## config.mk

```make
export PLATFORM = sky130hd
export DESIGN_NAME = obstacle_spawner
export DESIGN_NICKNAME = d
export VERILOG_FILES = /design/src/rtl/dino_pkg.sv /design/src/rtl/spawn_gap_timer.sv /design/src/rtl/obstacle_spawner.sv
export SDC_FILE = /design/constraint.sdc
export NUM_CORES = 1
export LEC_CHECK = 0
export BUFFER_PORTS_ARGS = -buffer_cell sky130_fd_sc_hd__buf_4
export CAP_MARGIN = 20
export CORE_UTILIZATION = 40
export DETAILED_ROUTE_END_ITERATION = 8
export GPL_ROUTABILITY_DRIVEN = 1
export MAX_ROUTING_LAYER = met4
export PLACE_DENSITY_LB_ADDON = 0.1
export SLEW_MARGIN = 10
export SYNTH_ARGS = -nofsm -noshare
export SYNTH_HDL_FRONTEND = slang
export SYNTH_SLANG_ARGS = --single-unit
```

## constraint.sdc

```tcl
create_clock -name clk -period 2.4 [get_ports clk]
set_input_delay 0.24 -clock clk [delete_from_list [all_inputs] [get_ports clk]]
set_output_delay 0.24 -clock clk [all_outputs]
set_load 0.02 [all_outputs]
```

## src/rtl/dino_pkg.sv

```systemverilog
// Shared Dino Run encodings: obstacle types, spawner states, LFSR constants.
// Pure definitions; no latency or flow control of its own.
package dino_pkg;

    typedef enum logic [1:0] {
        OBS_SMALL = 2'd0,
        OBS_LARGE = 2'd1,
        OBS_BIRD  = 2'd2
    } obs_type_t;

    typedef enum logic [2:0] {
        ST_IDLE,
        ST_LOAD,
        ST_COUNT,
        ST_OFFER,
        ST_HALT
    } spawner_state_t;

    localparam logic [7:0] LFSR_LOCKUP = 8'hFF;
    localparam logic [1:0] MAX_LEVEL   = 2'd3;

    // Top two LFSR bits pick the obstacle; small cactus is twice as likely.
    function automatic obs_type_t decode_type(input logic [1:0] sel, input logic bird_en);
        case (sel)
            2'b10:   return OBS_LARGE;
            2'b11:   return bird_en ? OBS_BIRD : OBS_LARGE;
            default: return OBS_SMALL;
        endcase
    endfunction

endpackage

```

## src/rtl/spawn_gap_timer.sv

```systemverilog
// Loadable frame-gap down-counter; expire pulses combinationally on the tick that hits 1.
// Latency: load takes effect next cycle; no backpressure (caller gates tick).
module spawn_gap_timer #(
    parameter int GAP_W = 8
) (
    input  logic             clk,
    input  logic             reset,
    input  logic             load,
    input  logic [GAP_W-1:0] load_val,
    input  logic             tick,
    output logic             expire
);

    localparam logic [GAP_W-1:0] ONE = GAP_W'(1);

    logic [GAP_W-1:0] cnt;

    always_ff @(posedge clk or negedge reset) begin
        if (!reset) begin
            cnt <= '0;
        end else if (load) begin
            cnt <= load_val;
        end else if (tick && cnt != '0) begin
            cnt <= cnt - ONE;
        end
    end

    assign expire = tick && !load && (cnt == ONE);

endmodule

```

## src/rtl/obstacle_spawner.sv

```systemverilog
// Turns LFSR values into obstacle spawn offers after a random frame gap; tracks difficulty.
// Latency: offer one cycle after the gap-th tick; backpressure holds the offer and stalls the gap timer.
module obstacle_spawner
    import dino_pkg::*;
#(
    parameter int MIN_GAP      = 24,
    parameter int GAP_W        = 8,
    parameter int LEVEL_SPAWNS = 8,
    parameter int CNT_W        = 16
) (
    input  logic             clk,
    input  logic             reset,
    input  logic             game_run,
    input  logic             tick,
    input  logic             collision,
    input  logic             bird_en,
    input  logic [7:0]       rnd,
    output logic             lfsr_en,
    output logic             spawn_valid,
    input  logic             spawn_ready,
    output logic [1:0]       spawn_type,
    output logic [1:0]       level,
    output logic [CNT_W-1:0] spawn_count,
    output logic             halted
);

    localparam int               STEP_W    = $clog2(LEVEL_SPAWNS + 1);
    localparam logic [STEP_W-1:0] STEP_LAST = STEP_W'(LEVEL_SPAWNS - 1);
    localparam logic [STEP_W-1:0] STEP_ONE  = STEP_W'(1);
    localparam logic [CNT_W-1:0]  CNT_ONE   = CNT_W'(1);

    spawner_state_t    state;
    logic [STEP_W-1:0] step_cnt;
    logic [7:0]        r_eff;
    logic [5:0]        rnd_gap;
    logic [GAP_W-1:0]  gap_load;
    logic              gap_expire;

    // An XNOR LFSR stuck at all-ones would otherwise pin the gap and type forever.
    assign r_eff    = (rnd == LFSR_LOCKUP) ? 8'h00 : rnd;
    assign rnd_gap  = r_eff[5:0] >> level;
    assign gap_load = GAP_W'(MIN_GAP) + GAP_W'(rnd_gap);
    assign lfsr_en  = (state == ST_LOAD);

    spawn_gap_timer #(
        .GAP_W (GAP_W)
    ) u_gap_timer (
        .clk      (clk),
        .reset    (reset),
        .load     (state == ST_LOAD),
        .load_val (gap_load),
        .tick     (tick && state == ST_COUNT),
        .expire   (gap_expire)
    );

    always_ff @(posedge clk or negedge reset) begin
        if (!reset) begin
            state       <= ST_IDLE;
            spawn_valid <= 1'b0;
            spawn_type  <= OBS_SMALL;
            level       <= '0;
            spawn_count <= '0;
            halted      <= 1'b0;
            step_cnt    <= '0;
        end else if (state == ST_IDLE) begin
            spawn_valid <= 1'b0;
            halted      <= 1'b0;
            if (game_run) begin
                state       <= ST_LOAD;
                level       <= '0;
                spawn_count <= '0;
                step_cnt    <= '0;
            end
        end else if (!game_run) begin
            state       <= ST_IDLE;
            spawn_valid <= 1'b0;
            halted      <= 1'b0;
        end else if (collision) begin
            // Collision outranks a same-cycle handshake, so a frozen game never counts it.
            state       <= ST_HALT;
            spawn_valid <= 1'b0;
            halted      <= 1'b1;
        end else begin
            case (state)
                ST_LOAD: begin
                    spawn_type <= decode_type(r_eff[7:6], bird_en);
                    state      <= ST_COUNT;
                end
                ST_COUNT: begin
                    if (gap_expire) begin
                        state       <= ST_OFFER;
                        spawn_valid <= 1'b1;
                    end
                end
                ST_OFFER: begin
                    if (spawn_ready) begin
                        state       <= ST_LOAD;
                        spawn_valid <= 1'b0;
                        if (spawn_count != '1) begin
                            spawn_count <= spawn_count + CNT_ONE;
                        end
                        if (step_cnt == STEP_LAST) begin
                            step_cnt <= '0;
                            if (level != MAX_LEVEL) begin
                                level <= level + 2'd1;
                            end
                        end else begin
                            step_cnt <= step_cnt + STEP_ONE;
                        end
                    end
                end
                ST_HALT: state <= ST_HALT;
                default: state <= ST_IDLE;
            endcase
        end
    end

endmodule

```

# After elaboration in Yosys (flattened, before gate mapping)

Index checks and enable logic that the tools add are counted.

Bitwise gates (word level): 2
Shifts and indexed selects: 1
Order comparisons: 0
Reduce and logical (&&, ||, !) cells: 19
Div/mod/pow operators: 0
Equal/unequal tests: 17
$mul: 0
Mux-type cells: 43
$add $sub $neg: 5

Operators by type and width:

| cell                    | count |
|---|---|
| $mux W16                | 7 |
| $mux W4                 | 7 |
| $mux W8                 | 3 |
| $mux W2                 | 9 |
| $mux W3                 | 6 |
| $add A16 B1 Y16 const B | 1 |
| $ne A16 B16 Y1 const B  | 1 |
| $pmux W3 S4             | 1 |
| $reduce_bool A2 Y1      | 6 |
| $eq A8 B1 Y1 const B    | 1 |
| $eq A8 B8 Y1 const B    | 1 |
| $mux W1                 | 8 |
| $reduce_and A4 Y1       | 2 |
| $reduce_bool A8 Y1      | 1 |
| $sub A8 B1 Y8 const B   | 1 |
| $add A5 B6 Y7 const A   | 1 |
| $eq A3 B2 Y1 const B    | 2 |
| $reduce_and A3 Y1       | 2 |
| $reduce_and A6 Y1       | 1 |
| $shr A6 B2 Y6           | 1 |
| $ne A5 B1 Y1 const B    | 1 |
| $ne A5 B4 Y1 const B    | 1 |
| $ne A5 B5 Y1 const B    | 1 |
| $reduce_and A5 Y1       | 1 |
| 15 further kinds        | 21 |

Bits in writable memories: 0
Memory bits (read-only): 0
Memories: 0
Latch bits: 0
Output and inout port bits: 23
Register bits: 37
Input bits: 15

# Depth between registers and ports, before layout

Gate-level depths: netlist of the first run.

Depth after elaboration: 9
Mapped depth: 7

# Cells and area by module

A second synthesis of the first run with hierarchy kept.

Cells, all modules: 261
Area total of the unflattened synthesis: 2491.1 um2

Modules (own cells, without submodules):

| module           | area an instance (um2) | instances | seq. area each (um2) | cells an instance |
|---|---|---|---|---|
| obstacle_spawner | 1924.3                 | 1         | 725.7                | 197 |
| spawn_gap_timer  | 566.8                  | 1         | 200.2                | 64 |

# Least setup slack after synthesis of the first run

No wires, ideal clock.

Path kind: register to register
Start point: register spawn_count[0]
End point: register spawn_count[8]
Slack: 0.418 ns
Library setup time: 0.078 ns
Arrival time: 1.904 ns
Stages on the path, launching flop included: 6
Required time: 2.322 ns
Path buffers: 0
Cells stage by stage: dfrtp_1 ha_1 nand4_1 a211o_1 or4_1 a21oi_1

Word-level cells in the longest chain between the ends: 7
Elaborated cells on any way between the ends: 10
Classes of those cells: add/sub (1); eq/ne (1); mux (6); reduce/logical (2)

Ends and longest elaborated chain:

| item                     | line                    | RTL |
|---|---|---|
| start: declaration       | obstacle_spawner.sv:23  | `output logic [CNT_W-1:0] spawn_count,` |
| start signal: assignment | obstacle_spawner.sv:100 | `spawn_count <= spawn_count + CNT_ONE;` |
| $add A16 B1 Y16          | obstacle_spawner.sv:100 |  |
| $mux W16                 | obstacle_spawner.sv:99  | `if (spawn_count != '1) begin` |
| $mux W16                 | obstacle_spawner.sv:96  | `if (spawn_ready) begin` |
| $mux W16                 | obstacle_spawner.sv:84  | `case (state)` |
| $mux W16                 | obstacle_spawner.sv:78  | `end else if (collision) begin` |
| $mux W16                 | obstacle_spawner.sv:74  | `end else if (!game_run) begin` |
| $mux W16                 | obstacle_spawner.sv:65  | `end else if (state == ST_IDLE) begin` |

Several ways; a longest one is shown, not always the timed one. The select of a mux whose other input is x is not followed.
A chain may end at the register's enable or synchronous reset.

# Worst setup path after layout of the first run

Start point: register state[1]
End point: register spawn_count[9]

Word-level cells in the longest chain between the ends: 3
Elaborated cells on any way between the ends: 8
Classes of those cells: eq/ne (2); mux (1); reduce/logical (5)

Ends and longest elaborated chain:

| item                                                                | line                                           | RTL |
|---|---|---|
| start: declaration                                                  | obstacle_spawner.sv:32                         | `spawner_state_t state;` |
| start signal: assignment                                            | obstacle_spawner.sv:58                         | `state <= ST_IDLE;` |
| start signal: assignment                                            | obstacle_spawner.sv:69                         | `state <= ST_LOAD;` |
| start signal: assignment                                            | obstacle_spawner.sv:75                         | `state <= ST_IDLE;` |
| $eq A3 B2 Y1 or $logic_not A3 Y1 (tied branches)                    | obstacle_spawner.sv:84, obstacle_spawner.sv:65 |  |
| $reduce_bool A2 Y1 (no source line) or $ne A2 B1 Y1 (tied branches) | n/a                                            |  |
| $reduce_and A5 Y1 (no source line)                                  | n/a                                            |  |

Several ways; a longest one is shown, not always the timed one.

==> metrics.md, run 1 <==
| Metric | Value |
|---|---|
| Wire length per cell | `15.9 um` |
| Worst EP arrival | `2370 ps` |
| Fin. Hold Viols | `0` |
| Ranking of synthesized cells by area | `dfrtp_1 39%, mux2i_1 5.0%, ha_1 3.1%` |
| Placed instance area | `2720 sq um` |
| Root buffer cell | `clkbuf_8` |
| Clk pwr share | `27.3%` |
| HP Class | `primary input to register` |
| # clock sinks | `37` |
| Sequential power share | `46.4%` |
| First-pass GRT wire length | `9810 um` |
| Req. time, crit path | `2600 ps` |
| Number of max-cap violations | `0` |
| Fmax achieved | `0.461 GHz` |
| Share of async-settable or async-resettable flops after synthesis | `100%` |
| Max IR drop VDD | `0.490 mV` |
| Detail Route Antenna Nets | `0` |
| Worst slew pin tran | `738 ps` |
| Gpl congestion | `0.813` |
| Slew headroom | `50.6%` |
| Fill cells | `574` |
| RSZ-0062 raised after global routing | `false` |
| Total grt overflow | `0` |
| Register area | `926 sq um` |
| Layout Skew | `16.6 ps` |
| Worst-skew pair later-pin latency | `300 ps` |
| Die width | `79.2 um` |
| DRT iter0 DRCs | `91` |
| Drt pass-1 iters | `4` |
| Core Area | `5610 sq um` |
| Sw Ratio | `33.9%` |
| Mapped cell area | `2380 sq um` |
| Setup TNS | `0 ps` |
| GRT Total Usage | `21.0%` |
| CTS H-tree lvls | `2` |
| Status | `complete, no violations` |
| Setup CP Type | `register to register` |
| CP Capture Type | `register` |
| Initial antenna violation count | `0` |
| DR vias/cell | `5.76` |
| Synth Register Bits | `37` |
| Final WS setup | `229 ps` |
| Layout cells sized above 1 | `23.3%` |
| Layout Utilization | `50.3%` |
| Post-DP HPWL | `4110 um` |
| Area leader, netlist | `dfrtp_1` |
| Starting Density | `42.5%` |
| P_int | `1.14 mW` |
| CP Launch Type | `register` |
| RR Startpoint | `state[1]` |
| Num CTS Buffers | `5` |
| R2R Setup Slk | `230 ps` |
| Die height | `79.2 um` |
| Cell area after layout | `2820 sq um` |
| ANT cells | `0` |
| Total Wirelength | `5730 um` |
| Min Tclk post-route | `2170 ps` |
| Die ar. | `6270 sq um` |
| CTS resizes | `0` |
| Comb pwr share | `26.4%` |
| PwrDens | `611 nW/um^2` |
| Place WS | `252 ps` |
| Post-synthesis cell count | `248` |
| Clock buffer depth | `2` |
| Critical Path Start | `state[1]` |
| Final-report max-slew violation count | `0` |
| Layout area overhead | `18.4%` |
| Clk pin slew, worst setup/hold paths | `80 ps` |
| Syn Nets | `269` |
| CTS tree | `done` |
| Register area share after synthesis | `38.8%` |
| Top-area cell type share of the netlist area | `38.8%` |
| Worst Hold Launch | `rnd[6]` |
| Fin nets | `308` |
| Area occupied by multi-input gates | `1350 sq um` |
| Final Cycle Share | `90.5%` |
| Remaining DRCs | `0` |
| Final setup viols | `0` |
| I/O Pins | `38` |
| Via Count | `2075` |
| Post-CTS Setup Bufs | `0` |
| Post-synth EDFFs | `0` |
| Largest net degree at the start of global routing | `38` |
| Mean Syn Cell Area | `9.61 sq um` |
| Vias in the first global route | `2017` |
| Switch Pwr | `0.585 mW` |
| Rows | `27` |
| Library cells used by synthesis | `56` |
| Ys flop type | `dfrtp_1` |
| Maximum fanout along the worst path | `12` |
| Port Buffers | `37` |
| Count of warnings emitted by yosys | `0` |
| Leakage power | `1.18 nW` |
-- layout by cell type, fill, tap and decap left out, drive strengths merged, types with 2 or more instances in the layout --
master and instances:
a2111o 2, a2111oi 2, a211oi 8, a21oi 9, a22o 2, a31oi 4
and2 4, and3 2, and4 2, buf 42, clkbuf 6, clkinv 2
dfrtp 37, ha 6, inv 8, mux2 5, mux2i 12, nand2 19
nand3 10, nand4 9, nor2 13, nor2b 2, nor3 4, nor3b 4
nor4 7, o21ai 15, o21bai 2, o22ai 2, o31ai 6, or2 6
or3 3, or4 10, xnor2 4, xor2 2
-- worst paths after layout --
path / cells past startpoint / to
max in group asynchronous: 2 / spawn_type[1]
min reg2reg: 2 / spawn_type[1]
min: 3 / spawn_type[1]
min in group asynchronous: 2 / spawn_count[12]
max reg2reg: 4 / spawn_count[9]
max: 4 / spawn_count[9]
-- through the flow --
| stage | cells | hold WS [ps] | power, mW |
|---|---|---|---|
| 3_3_place_gp | 351 | 244 | 1.26 |
| 3_5_place_dp | 351 | 247 | 1.27 |
| 2_1_floorplan | 248 | -55.6 | 1.11 |
| 5_1_grt | 360 | 245 | 1.83 |
| 4_1_cts | 360 | 233 | 1.74 |
| 6_report | 360 | 235 | 1.72 |
-- sequential cells by signal (all words and copies together), names as in the netlist --
register / flops
spawn_count: 16
u_gap_timer.cnt: 8
step_cnt: 4
state: 3
level: 2
spawn_type: 2
halted: 1
spawn_valid: 1
-- synth_stat cells (2+ instances only) --
cell	instances
nand3_1	10
buf_6	3
nor2_1	13
mux2_1	2
mux2i_1	12
o21ai_0	15
a211oi_1	8
inv_1	8
and4_1	2
ha_1	6
o22ai_1	2
a31oi_1	4
a22o_1	2
clkbuf_1	4
nor2b_1	2
nor4_1	5
nor3b_1	4
a2111o_1	2
nor4_2	2
buf_2	2
or2_2	5
buf_4	2
mux2_2	3
a21oi_1	9
o31ai_1	6
nand2_1	19
and2_1	4
dfrtp_1	37
xor2_1	2
nor3_1	3
nand4_1	9
and3_1	2
or4_1	10
o21bai_1	2
xnor2_1	4
or3_1	3
-- layout make-up --
type,count,area share [%]
Clock buffer,6,2.93
Clock inverter,2,0.488
Inverter,8,1.06
Multi-Input combinational cell,192,48.0
Sequential cell,37,32.8
Tap cell,72,3.19
Timing Repair Buffer,43,11.5
-- cell families (layout without fill, tap and decap cells) --
group	Yosys count	count (layout)	share of synthesized area (%)
buf+inv	19	59	4.36
simple gates	102	102	26.2
mux	17	17	7.40
xor+xnor	6	6	2.20
compound gates	61	61	17.8
fa+ha+maj	6	6	3.15
flops	37	37	38.8
-- routing by layer --
metal | global-route usage [%] | wire, um
met1 | 24.0 | 2550
met2 | 36.7 | 2910
met3 | 3.79 | 187
met4 | 7.64 | 87
met5 | - | 0
-- power groups by stage --
stage,sequential (mW),clock [mW],combinational [mW]
final,0.800,0.470,0.455
after global routing,0.819,0.509,0.506
after CTS,0.800,0.483,0.461
after detailed placement,0.813,0,0.457
after global placement,0.810,0,0.452
after floorplan,0.814,0,0.299
-- critical path: stages (launching register included) --
cell     delay (ps)
dfrtp_1         510
nor3_2          670
nor4_2          210
or4b_1          540
o211a_1         140
-- timing repair --
action / 4_1_cts / 5_1_grt
endpoints found under the hold margin: 37 / 0
hold buffers: 1 / 0
setup endpoints to repair: 0 / 0
(Power assumes the default switching activity.)
==> run 2: changes to the inputs <==
--- a/config.mk
+++ b/config.mk
@@ -7,6 +7,7 @@
 export LEC_CHECK = 0
 export BUFFER_PORTS_ARGS = -buffer_cell sky130_fd_sc_hd__buf_4
 export CAP_MARGIN = 20
+export CORE_MARGIN = 2
 export CORE_UTILIZATION = 40
 export DETAILED_ROUTE_END_ITERATION = 8
 export GPL_ROUTABILITY_DRIVEN = 1
==> run 2 against run 1 <==
Net effect:
- non-clock buffer count is the same
- fmax grew 3.1%
- critical endpoint is now spawn_count[13]
- worst hold slack gained 6.6 ps
- critical path type unchanged
- largest power group unchanged
==> metrics.md, run 2 (synthesis results as in run 1) <==
| Metric | Value |
|---|---|
| Total Wirelength | `5640 um (was 5730 um)` |
| Initial antenna violation count | `0 (unchanged)` |
| PwrDens | `642 nW/um^2 (was 611 nW/um^2)` |
| Status | `complete, no violations (unchanged)` |
| Worst Hold Launch | `rnd[6] (unchanged)` |
| CP Capture Type | `register (unchanged)` |
| Commonest non-fill, non-tap cell in the layout | `buf_4 (unchanged)` |
| Critical Path Start | `state[1] (unchanged)` |
| Hold EP | `spawn_type[1] (unchanged)` |
| Final-report max-slew violation count | `0 (unchanged)` |
| Post-DP HPWL | `4070 um (was 4110 um)` |
| HP Class | `primary input to register (unchanged)` |
| Layout cells sized above 1 | `23.3% (unchanged)` |
| Final setup viols | `0 (unchanged)` |
| CP Launch Type | `register (unchanged)` |
| Layout Utilization | `48.7% (was 50.3%)` |
| Clock buffer depth | `2 (unchanged)` |
| First-pass GRT wire length | `9590 um (was 9810 um)` |
| Port Buffers | `37 (unchanged)` |
| R2R Setup Slk | `290 ps (was 230 ps)` |
| Largest net degree at the start of global routing | `38 (unchanged)` |
| Most frequent cells in the layout | `42 x buf_4, 37 x dfrtp_1, 19 x nand2_1, 15 x o21ai_0, 13 x nor2_1 (unchanged)` |
| Worst-skew pair later-pin latency | `290 ps (was 300 ps)` |
| RR Startpoint | `state[1] (unchanged)` |
| Min Tclk post-route | `2110 ps (was 2170 ps)` |
| Fin. Hold Viols | `0 (unchanged)` |
| Via Count | `2074 (was 2075)` |
| Leakage power | `1.20 nW (was 1.18 nW)` |
| RSZ-0062 raised after global routing | `false (unchanged)` |
| Setup CP Type | `register to register (unchanged)` |
| Detail Route Antenna Nets | `0 (unchanged)` |
| I/O Pins | `38 (unchanged)` |
| Slew headroom | `58.3% (was 50.6%)` |
| ANT cells | `0 (unchanged)` |
| Gpl congestion | `0.860 (was 0.813)` |
| Fmax achieved | `0.475 GHz (was 0.461 GHz)` |
| Remaining DRCs | `0 (unchanged)` |
| # clock sinks | `37 (unchanged)` |
| Number of max-cap violations | `0 (unchanged)` |
| Wire length per cell | `15.5 um (was 15.9 um)` |
| Fill cells | `589 (was 574)` |
| Layout area overhead | `19.6% (was 18.4%)` |
| Worst EP arrival | `2320 ps (was 2370 ps)` |
| Top flop regs | `spawn_count: 16 flops, u_gap_timer.cnt: 8 flops, step_cnt: 4 flops (unchanged)` |
| Hold depth | `3 (unchanged)` |
| Die ar. | `6590 sq um (was 6270 sq um)` |
| Maximum fanout along the worst path | `11 (was 12)` |
| Core Area | `5850 sq um (was 5610 sq um)` |
| Num CTS Buffers | `5 (unchanged)` |
| Final Cycle Share | `87.7% (was 90.5%)` |
| Vias in the first global route | `2006 (was 2017)` |
| CTS H-tree lvls | `2 (unchanged)` |
| Root buffer cell | `clkbuf_8 (unchanged)` |
| Fin nets | `308 (unchanged)` |
| Max IR drop VDD | `0.312 mV (was 0.490 mV)` |
| Setup TNS | `0 ps (unchanged)` |
| Place WS | `338 ps (was 252 ps)` |
| Drt pass-1 iters | `4 (unchanged)` |
| GRT Total Usage | `19.3% (was 21.0%)` |
| DR vias/cell | `5.71 (was 5.76)` |
| DRT iter0 DRCs | `158 (was 91)` |
| Total grt overflow | `0 (unchanged)` |
| CTS tree | `done (unchanged)` |
| Clk pin slew, worst setup/hold paths | `80 ps (about the same)` |
| Max reg flops | `16 (unchanged)` |
| Layout Skew | `10.2 ps (was 16.6 ps)` |
| Most flop-heavy register | `spawn_count (unchanged)` |
| Worst slew pin tran | `623 ps (was 738 ps)` |
| Final WS setup | `294 ps (was 229 ps)` |
| Req. time, crit path | `2620 ps (was 2600 ps)` |
| Die height | `81.2 um (was 79.2 um)` |
| Die width | `81.2 um (was 79.2 um)` |
| FF-to-FF path depth | `4 (unchanged)` |
| Worst reg2reg endpoint | `spawn_count[13] (was spawn_count[9])` |
| Rows | `28 (was 27)` |
| Starting Density | `40.7% (was 42.5%)` |
| Post-CTS Setup Bufs | `0 (unchanged)` |
run 2: cell types whose count changed in the layout (fill, tap and decap cells not counted):
| cell | delta |
|---|---|
| bufinv_16 | +1 |
| clkbuf_1 | +1 |
| clkinv_2 | -1 |
| clkinv_4 | -1 |
| nor3b_1 | -1 |
| nor3b_2 | +1 |
run 2: where the power goes:
group	leakage, nW	switching (mW)	internal, mW	total [mW]
Combinational	0.641	0.250	0.214	0.464
Clock	0.0585	0.226	0.339	0.566
Sequential	0.496	0.0988	0.700	0.799
run 2: how the worst max path moves through the flow:
stage                            to  slack, ps
floorplan            spawn_count[8]        420
global placement    spawn_count[11]        350
detailed placement  spawn_count[13]        340
CTS                 spawn_count[13]        310
global route        spawn_count[12]        150
finish              spawn_count[13]        290
run 2: routing by layer:
layer / up-vias / GRT usage [%] / wire [um]
li1: 1032 / - / -
met1: 995 / 24.3 / 2720
met2: 43 / 32.1 / 2700
met3: 4 / 3.33 / 175
met4: 0 / 5.25 / 42
met5: - / - / 0
run 2: per-stage QoR:
stage	total power, mW	hold slack, ps	area (sq um)	instances
final	1.83	241	2850	363
after global routing	1.95	260	2850	363
after CTS	1.85	239	2850	363
after detailed placement	1.27	259	2720	354
after global placement	1.27	250	2720	354
after floorplan	1.11	-55.6	2380	248
run 2: cell type report:
type                            count  area, sq um  share of cell area (%)
Inverter                            8         30.0                    1.05
Timing Repair Buffer               43          325                    11.4
Tap cell                           75         93.8                    3.29
Sequential cell                    37          926                    32.5
Clock buffer                        7         86.3                    3.03
Clock inverter                      1         30.0                    1.05
Multi-Input combinational cell    192         1360                    47.7
run 2: worst max-delay path, stage by stage (launching register included):
cell and delay, ps:
dfrtp_1 530, or2_1 370, a2111o_1 470, or4_1 520, a21oi_1 150
run 2: what timing repair did:
action                    4_1_cts  5_1_grt
hold buffers                    1        0
hold endpoints to repair       37        0
gates resized for setup         0        0
==> run 3: changes to the inputs <==
--- a/config.mk
+++ b/config.mk
@@ -16,4 +16,5 @@
 export SLEW_MARGIN = 10
 export SYNTH_ARGS = -nofsm -noshare
 export SYNTH_HDL_FRONTEND = slang
+export SYNTH_HIERARCHICAL = 1
 export SYNTH_SLANG_ARGS = --single-unit
==> run 3 against run 2 <==
Net effect:
- largest cell class unchanged
- fmax is 2.7% higher
- worst setup slack improved by 56 ps
- die area is 4.3% higher
- non-clock buffer count up 5
- via count increased by 5.5%
- sequential share of layout area down 1.3 points
- clock power shrank 19%
- combinational power is 83% higher
- synthesized cell count rose by 5.2%
- flip-flop and latch count is the same
==> metrics.md, run 3 <==
| Metric | Value |
|---|---|
| Status | `complete, no violations (unchanged)` |
| Num CTS Buffers | `5 (unchanged)` |
| Layout area overhead | `19.1% (was 19.6%)` |
| Post-CTS Setup Bufs | `0 (unchanged)` |
| Commonest non-fill, non-tap cell in the layout | `buf_4 (unchanged)` |
| Layout Skew | `13.3 ps (was 10.2 ps)` |
| CTS resizes | `0 (unchanged)` |
| GRT Total Usage | `18.6% (was 19.3%)` |
| P_int | `1.39 mW (was 1.25 mW)` |
| Post-Synth XOR/XNOR Area | `0.352% (was 2.20%)` |
| CP Capture Type | `register (unchanged)` |
| Fill cells | `577 (was 589)` |
| Register area share after synthesis | `37.2% (was 38.8%)` |
| Sequential power share | `42.0% (was 43.7%)` |
| Library cells used by synthesis | `68 (was 56)` |
| Most common cell in the synthesized netlist | `dfrtp_1 (unchanged)` |
| Worst reg2reg endpoint | `u_gap_timer/cnt[7] (was spawn_count[13])` |
| Area share of fa/ha/maj cells after synthesis | `3.01% (was 3.15%)` |
| Worst EP arrival | `2260 ps (was 2320 ps)` |
| Simple-gate share of the synthesized area | `25.8% (was 26.2%)` |
| Mean Syn Cell Area | `9.54 sq um (was 9.61 sq um)` |
| Fin nets | `324 (was 308)` |
| Fin. Hold Viols | `0 (unchanged)` |
| Worst Hold Launch | `collision (was rnd[6])` |
| CTS tree | `done (unchanged)` |
| Die ar. | `6870 sq um (was 6590 sq um)` |
| Count of warnings emitted by yosys | `6 (was 0)` |
| Final-report max-slew violation count | `0 (unchanged)` |
| Clk pwr share | `20.4% (was 30.9%)` |
| Maximum fanout along the worst path | `11 (unchanged)` |
| Drt pass-1 iters | `4 (unchanged)` |
| Detail Route Antenna Nets | `0 (unchanged)` |
| I/O Pins | `38 (unchanged)` |
| CTS H-tree lvls | `2 (unchanged)` |
| Post-DP HPWL | `4380 um (was 4070 um)` |
| DR vias/cell | `5.79 (was 5.71)` |
| Cell area after layout | `2970 sq um (was 2850 sq um)` |
| Starting Density | `41.8% (was 40.7%)` |
| Initial antenna violation count | `0 (unchanged)` |
| Placed instance area | `2870 sq um (was 2720 sq um)` |
| Largest net degree at the start of global routing | `38 (unchanged)` |
| Wire length per cell | `15.7 um (was 15.5 um)` |
| Fmax achieved | `0.488 GHz (was 0.475 GHz)` |
| R2R Setup Slk | `350 ps (was 290 ps)` |
| Largest family of logic cells by synthesized area | `simple AND/OR/NAND/NOR gates (unchanged)` |
| Post-synth top cells | `37 x dfrtp_1, 20 x nand2_1, 17 x nor2_1 (was 37 x dfrtp_1, 19 x nand2_1, 15 x o21ai_0)` |
| Ranking of synthesized cells by area | `dfrtp_1 37%, mux2i_1 3.2%, ha_1 3.0% (was dfrtp_1 39%, mux2i_1 5.0%, ha_1 3.1%)` |
| PwrDens | `760 nW/um^2 (was 642 nW/um^2)` |
| Hold EP | `state[1] (was spawn_type[1])` |
| Mapped cell area | `2490 sq um (was 2380 sq um)` |
| Total Wirelength | `5950 um (was 5640 um)` |
| Top flop regs | `spawn_count: 16 flops, u_gap_timer/cnt: 8 flops, step_cnt: 4 flops (was spawn_count: 16 flops, u_gap_timer.cnt: 8 flops, step_cnt: 4 flops)` |
| Core Area | `5960 sq um (was 5850 sq um)` |
| Setup CP Type | `register to register (unchanged)` |
| CP Launch Type | `register (unchanged)` |
| Die height | `82.9 um (was 81.2 um)` |
| Vias in the first global route | `2062 (was 2006)` |
| Final Non-Filler Cells | `378 (was 363)` |
| Sw Ratio | `38.6% (was 31.4%)` |
| Share of async-settable or async-resettable flops after synthesis | `100% (unchanged)` |
| Max IR drop VDD | `0.487 mV (was 0.312 mV)` |
| Root buffer cell | `clkbuf_8 (unchanged)` |
| Switch Pwr | `0.871 mW (was 0.575 mW)` |
| RR Startpoint | `state[1] (unchanged)` |
| Req. time, crit path | `2610 ps (was 2620 ps)` |
| Final Cycle Share | `85.4% (was 87.7%)` |
| Total grt overflow | `0 (unchanged)` |
| Top-area cell type share of the netlist area | `37.2% (was 38.8%)` |
| Synth Area in Compound Gates | `23.1% (was 17.8%)` |
| Synth Register Bits | `37 (unchanged)` |
| Die width | `82.9 um (was 81.2 um)` |
| RSZ-0062 raised after global routing | `false (unchanged)` |
| CTS Hold Bufs | `1 (unchanged)` |
| FF-to-FF path depth | `4 (unchanged)` |
| Ys flop type | `dfrtp_1 (unchanged)` |
| Via Count | `2189 (was 2074)` |
| Remaining DRCs | `0 (unchanged)` |
| Max reg flops | `16 (unchanged)` |
| Most frequent cells in the layout | `47 x buf_4, 37 x dfrtp_1, 20 x nand2_1, 17 x nor2_1, 11 x nand3_1 (was 42 x buf_4, 37 x dfrtp_1, 19 x nand2_1, 15 x o21ai_0, 13 x nor2_1)` |
| # clock sinks | `37 (unchanged)` |
| Slew headroom | `52.1% (was 58.3%)` |
| Leakage power | `1.20 nW (about the same)` |
| Most flop-heavy register | `spawn_count (unchanged)` |
| HP Class | `primary input to register (unchanged)` |
| Placed cells | `370 (was 354)` |
| Setup TNS | `0 ps (unchanged)` |
| Gpl congestion | `0.859 (was 0.860)` |
| Clk pin slew, worst setup/hold paths | `70 ps (was 80 ps)` |
| Layout cells sized above 1 | `25.4% (was 23.3%)` |
| Worst-skew pair later-pin latency | `300 ps (was 290 ps)` |
| DRT iter0 DRCs | `149 (was 158)` |
| Post-synth EDFFs | `0 (unchanged)` |
| Rows | `28 (unchanged)` |
| First-pass GRT wire length | `10300 um (was 9590 um)` |
| Comb pwr share | `37.6% (was 25.4%)` |
| Min Tclk post-route | `2050 ps (was 2110 ps)` |
| Syn Nets | `282 (was 269)` |
| Number of max-cap violations | `0 (unchanged)` |
| Clock buffer depth | `2 (unchanged)` |
| Final setup viols | `0 (unchanged)` |
| ANT cells | `0 (unchanged)` |
| Mux contribution to synthesized area | `5.93% (was 7.40%)` |
| Post-synthesis cell count | `261 (was 248)` |
| Hold depth | `2 (was 3)` |
| Area leader, netlist | `dfrtp_1 (unchanged)` |
| Worst slew pin tran | `718 ps (was 623 ps)` |
| Port Buffers | `37 (unchanged)` |
[run 3: changes by cell type after synthesis, sizes merged, moves of 5 or more]
cell | before | now
nor3 | 4 | 9
nor2 | 13 | 19
nand2b | 1 | 8
or4 | 10 | 3
or2 | 6 | 0
[run 3: final cells by class]
cell class | count | area (sq um) | share of cell area (%)
Timing Repair Buffer | 48 | 363 | 12.2
Multi-Input combinational cell | 200 | 1460 | 49.1
Inverter | 11 | 41.3 | 1.39
Tap cell | 75 | 93.8 | 3.16
Clock buffer | 7 | 86.3 | 2.91
Sequential cell | 37 | 926 | 31.2
[run 3: worst max-delay path: stages (launching register included)]
cell and delay (ps):
dfrtp_1 620, and3_1 260, or4b_4 500, or4_1 410, a31oi_1 190
[run 3: per-layer routing]
layer,track usage [%],part of all wire [%],vias to the layer above
li1,-,-,1087
met1,25.3,47,1042
met2,28.7,47,53
met3,3.28,4.7,7
met4,5.37,1.2,0
met5,-,0,-
[run 3: power groups by stage]
stage          combinational [mW]  sequential, mW  clock [mW]
2_1_floorplan               0.604           0.910           0
3_3_place_gp                0.843           0.953           0
3_5_place_dp                0.855           0.953           0
4_1_cts                     0.858           0.945       0.473
5_1_grt                     0.957           0.976       0.491
6_report                    0.849           0.948       0.460
[run 3: cell families (layout without fill, tap and decap cells)]
family | Yosys count | after routing
XOR/XNOR | 1 | 1
AND/OR/NAND/NOR | 111 | 111
buffers and inverters | 24 | 66
flip-flops | 37 | 37
multiplexers | 12 | 12
AO/OA/AOI/OAI | 69 | 69
adder cells (fa/ha/maj) | 6 | 6
other | 1 | 1
[run 3: how the worst max path moves through the flow]
stage	startpoint	endpoint	depth (start not counted)
CTS	state[1]	u_gap_timer/cnt[7]	4
floorplan	state[0]	u_gap_timer/cnt[5]	7
global route	state[1]	u_gap_timer/cnt[7]	4
detailed placement	state[1]	u_gap_timer/cnt[7]	4
global placement	state[1]	u_gap_timer/cnt[5]	4
finish	state[1]	u_gap_timer/cnt[7]	4
[run 3: per-stage QoR]
stage / util (%) / setup slack, ps / total power, mW / hold slack, ps
2_1_floorplan: - / 321 / 1.51 / -55.6
3_3_place_gp: 48.2 / 400 / 1.80 / 243
3_5_place_dp: 48.2 / 316 / 1.81 / 244
4_1_cts: 49.8 / 326 / 2.28 / 156
5_1_grt: 49.8 / 225 / 2.42 / 162
6_report: 49.8 / 350 / 2.26 / 162
